===== src/rtl/hilo_unit_pkg.sv =====
// hilo_unit_pkg: ALU function codes, HI/LO FSM states and default latencies.
package hilo_unit_pkg;
    localparam logic [3:0] FN_MULT  = 4'b1100;
    localparam logic [3:0] FN_MULTU = 4'b1101;
    localparam logic [3:0] FN_DIV   = 4'b1110;
    localparam logic [3:0] FN_DIVU  = 4'b1111;
    localparam logic [1:0] FN_GRP   = 2'b11;
    localparam int DEF_MULT_LAT = 4;
    localparam int DEF_DIV_LAT  = 32;
    typedef enum logic {IDLE = 1'b0, BUSY = 1'b1} state_t;
endpackage


===== src/rtl/hilo_unit_lat_counter.sv =====
// lat_counter: loadable down-counter that stops at zero and flags it.
module lat_counter #(
    parameter int W = 4
) (
    input  logic         clk,
    input  logic         rst,
    input  logic         load,
    input  logic         en,
    input  logic [W-1:0] load_val,
    output logic         zero
);
    logic [W-1:0] cnt;
    assign zero = cnt == '0;
    always_ff @(posedge clk or posedge rst)
        if (rst) cnt <= '0;
        else if (load) cnt <= load_val;
        else if (en && !zero) cnt <= cnt - 1'b1;
endmodule


===== src/rtl/hilo_unit.sv =====
// hilo_unit: multi-cycle HI/LO stage; buffers mult/div results, commits after
// the modelled latency, serves MF/MT and stalls the pipe while busy.
module hilo_unit
    import hilo_unit_pkg::*;
#(
    parameter int MULT_LAT = DEF_MULT_LAT,
    parameter int DIV_LAT  = DEF_DIV_LAT
) (
    input  logic        clk,
    input  logic        rst,
    input  logic        op_valid,
    input  logic [3:0]  op_func,
    input  logic [31:0] alu_lo,
    input  logic [31:0] alu_hi,
    input  logic        alu_ovf,
    input  logic        mt_hi,
    input  logic        mt_lo,
    input  logic [31:0] mt_data,
    input  logic        mf_hi,
    input  logic        mf_lo,
    output logic [31:0] mf_data,
    output logic        mf_valid,
    output logic        busy,
    output logic        stall,
    output logic        dz_err
);
    localparam int MAX_LAT = MULT_LAT > DIV_LAT ? MULT_LAT : DIV_LAT;
    localparam int CW = $clog2(MAX_LAT) + 1;

    state_t state;
    logic [31:0] hi_reg, lo_reg, pend_hi, pend_lo;
    logic grp, accept, dz, take, zero;
    logic [CW-1:0] lat_val;

    assign grp     = op_valid && op_func[3:2] == FN_GRP;
    assign busy    = state == BUSY;
    assign accept  = !busy && grp;
    assign dz      = accept && alu_ovf && (op_func == FN_DIV || op_func == FN_DIVU);
    assign take    = accept && !dz;
    assign lat_val = op_func[1] ? CW'(DIV_LAT - 1) : CW'(MULT_LAT - 1);
    assign stall   = busy && (grp || mt_hi || mt_lo || mf_hi || mf_lo);
    assign mf_valid = !busy && (mf_hi || mf_lo);
    assign mf_data  = mf_hi ? hi_reg : lo_reg;

    lat_counter #(.W(CW)) u_cnt (
        .clk      (clk),
        .rst      (rst),
        .load     (take),
        .en       (busy),
        .load_val (lat_val),
        .zero     (zero)
    );

    // An MT in the accept cycle lands now; the later commit overwrites it.
    always_ff @(posedge clk or posedge rst)
        if (rst) begin
            state   <= IDLE;
            hi_reg  <= '0;
            lo_reg  <= '0;
            pend_hi <= '0;
            pend_lo <= '0;
            dz_err  <= 1'b0;
        end else begin
            dz_err <= dz;
            if (take) begin
                pend_hi <= alu_hi;
                pend_lo <= alu_lo;
                state   <= BUSY;
            end
            if (busy && zero) begin
                hi_reg <= pend_hi;
                lo_reg <= pend_lo;
                state  <= IDLE;
            end
            if (!busy && mt_hi) hi_reg <= mt_data;
            if (!busy && mt_lo) lo_reg <= mt_data;
        end
endmodule


===== config.mk =====
export PLATFORM = sky130hd
export DESIGN_NAME = hilo_unit
export DESIGN_NICKNAME = d
export VERILOG_FILES = /design/src/rtl/hilo_unit_pkg.sv /design/src/rtl/hilo_unit_lat_counter.sv /design/src/rtl/hilo_unit.sv
export SDC_FILE = /design/constraint.sdc
export NUM_CORES = 1
export LEC_CHECK = 0
export CORE_MARGIN = 2
export CORE_UTILIZATION = 56
export CTS_BUF_LIST = sky130_fd_sc_hd__clkbuf_4 sky130_fd_sc_hd__clkbuf_8
export DETAILED_ROUTE_END_ITERATION = 7
export GPL_TIMING_DRIVEN = 0
export PLACE_DENSITY = 0.88
export SETUP_SLACK_MARGIN = 0.3
export SYNTH_ARGS = -nofsm -noshare
export SYNTH_HDL_FRONTEND = slang
export SYNTH_SLANG_ARGS = --single-unit

===== constraint.sdc =====
create_clock -name clk -period 11.7 [get_ports clk]
set_input_delay 1.755 -clock clk [delete_from_list [all_inputs] [get_ports clk]]
set_output_delay 1.755 -clock clk [all_outputs]
set_load 0.02 [all_outputs]

==> qor.csv <==
metric,value,unit
TNS Setup,0,ns
Hold Path Depth,1,
Reg2Reg Setup Slack,9.56,ns
P per Cell Area,257,nW/µm²
CORE AREA,11000,µm²
global-route met3 utilization,0.0700,
first-pass detailed-route iteration total,6,
largest family of logic cells by synthesized area,compound AO/OA/AOI/OAI gates,
GR met1 Demand/Resource,0.390,
first-pass GRT wire length,29.3,mm
Mapped Avg Cell Area,10.8,µm²
Final setup viols,0,
Max-Cap Viols,0,
met2 Track Usage GR,0.495,
Synth Instances,592,
number of synthesized flops with an enable pin,0,
"Cell Area, Placed",8000,µm²
R2R depth,5,
total track usage,0.303,
Initial Utilization,0.581,
cts repair resizes,0,
Yosys cell types,29,
share of layout cells above drive strength 1,0.211,
Site Rows,38,
vias in the first global route,5841,
Final Max Tran Viols,0,
NumNets Final,863,
n_diodes,0,
Clock Latency Late Sink,0.45,ns
clock buffer depth,2,
setup slack after layout,6.23,ns
port bufs,141,
RSZ-0062 raised after global routing,no,
Vias/cell,6.15,
die footprint,12300,µm²
RR Endpoint,lo_reg[29],
fin crit share,0.468,
Placed Cells,874,
cell with the most instances after synthesis,dfrtp_1,
RD Place Congestion,0.871,
status,completed,
I/O pins,144,
Fill cells,726,
fin util,0.763,
GRT Max-Usage Layer,met2,
ys async rst share,1.00,
hold_buf cts,0,
H-tree depth,4,
Vias,5572,
main flop type after synthesis,dfrtp_1,
"Hold Violations, Final",0,
Worst Hold Class,reg2reg,
Slew @ Worst Pin,0.713,ns
Crit. End Element,primary output,
crit-path max FO,10,
multiplexer share of the synthesized area,0.173,
Place WS,6.26,ns
Layout Skew,0.00722,ns
grt ovf,0,
worst hold start,pend_hi[20],
Num CTS Buffers,17,
Die X-Extent,111,µm
Final Instance Count excl. Fillers,906,
fmax,183,MHz
CTS root buffer,clkbuf_8,
final instance area,8380,µm²
"Reg clk slew, reported paths",0.07,ns
initial antenna violation count,0,
routed len/inst,20.2,µm
Post-synth top cells,"136 x dfrtp_1, 96 x mux2_2, 68 x a31oi_1, 68 x nor2_1, 67 x a21oi_1",
hold worst-path end,pend_hi[20],
Reg-to-Reg Start,busy,
Die Y,111,µm
Area Overhead vs Synth,31.4,%
worst endpoint required time,9.95,ns
routed wire length,18.3,mm
Synth area leaders,"dfrtp_1 53%, mux2_2 17%, a31oi_1 6.7%",
Worst IR Drop VDD,0.000146,V
Ys Warns,0,
number of clock sinks,136,
relative slew slack,0.524,
Startpoint Class,input port,
compound-cell area share of the yosys netlist,0.179,
LEAKAGE,0.00347,µW
post-synth top area cell,dfrtp_1,
syn nets,702,
postcts setup bufs,0,
CTS tree,built,
critical path arrival,3.72,ns
DRC Markers,0,
adder-cell share of the synthesized area,0.00392,
XOR/XNOR share of the synthesized area,0,
sequential share of the synthesized area,0.534,
HPWL Detailed,12.8,mm
Mapped Area,6380,µm²
synthesized flop and latch total,136,
Setup Crit Path Kind,in2out,
Routed Antenna Nets,0,
largest net degree at the start of global routing,75,
area fraction of the dominant cell type after synthesis,0.534,
simple-gate portion of the synthesized area,0.0645,
drt initial violations,383,
minimum clock period,5.47,ns
cells in the final DEF (no fill, tap or decap), types with 3 or more instances in the layout:
master,instances
nor2b_1,3
mux2_2,96
nand2b_1,4
clkdlybuf4s50_1,141
buf_2,19
a31oi_1,68
nor3_1,3
nor2_1,68
buf_1,6
clkinv_2,5
nand2_1,6
clkbuf_8,21
clkbuf_1,22
inv_1,4
buf_6,7
dfrtp_1,136
a21oi_1,67
o21ai_1,47
o21ai_0,14
clkbuf_4,3
o21ai_2,3
worst max-delay path by stage:
stage,endpoint,cells after the start,from
6_report,mf_data[30],4,mf_hi
5_1_grt,stall,5,mf_hi
4_1_cts,mf_data[29],4,mf_hi
3_5_place_dp,mf_data[29],4,mf_hi
3_3_place_gp,pend_hi[15],2,rst
2_1_floorplan,busy,1,rst
cell families after synthesis:
| family | Yosys count |
|---|---|
| compound gates | 204 |
| flops | 136 |
| mux | 98 |
| simple gates | 93 |
| buf+inv | 59 |
| fa+ha+maj | 2 |
through the flow:
| step | power [µW] | hold slack (ns) |
|---|---|---|
| 2_1_floorplan | 1410 | 0.470 |
| 6_report | 2150 | 0.513 |
| 4_1_cts | 2140 | 0.514 |
| 5_1_grt | 2270 | 0.527 |
| 3_5_place_dp | 1760 | 0.496 |
| 3_3_place_gp | 1700 | 0.487 |
power by group:
group	internal [µW]	switching [µW]	leakage (µW)	total [µW]
logic	427	515	0.00165	942
registers	703	134	0.00162	837
clock network	196	178	0.000199	374
total	1330	827	0.00347	2150
critical path, cell delays in order:
cell,delay [ns]
clkbuf_1,0.38
clkbuf_1,0.60
mux2_2,0.43
clkdlybuf4s50_1,0.55
per-layer routing:
layer	up-vias	share of wire
li1	2470	-
met1	2758	0.41
met2	295	0.49
met3	49	0.080
met4	0	0.027
met5	-	0
area by class of cell:
| cell class | count | area (µm²) | area share |
|---|---|---|---|
| flip-flops and latches | 136 | 3400 | 0.406 |
| multi-input cells | 397 | 2680 | 0.320 |
| repair buffers | 142 | 1440 | 0.172 |
| clock buffers | 24 | 312 | 0.0372 |
| plain buffers | 54 | 279 | 0.0333 |
| well taps | 140 | 175 | 0.0209 |
| clock inverters | 8 | 70.1 | 0.00836 |
| inverters | 5 | 23.8 | 0.00284 |
Power figures use the tool's default switching activity.
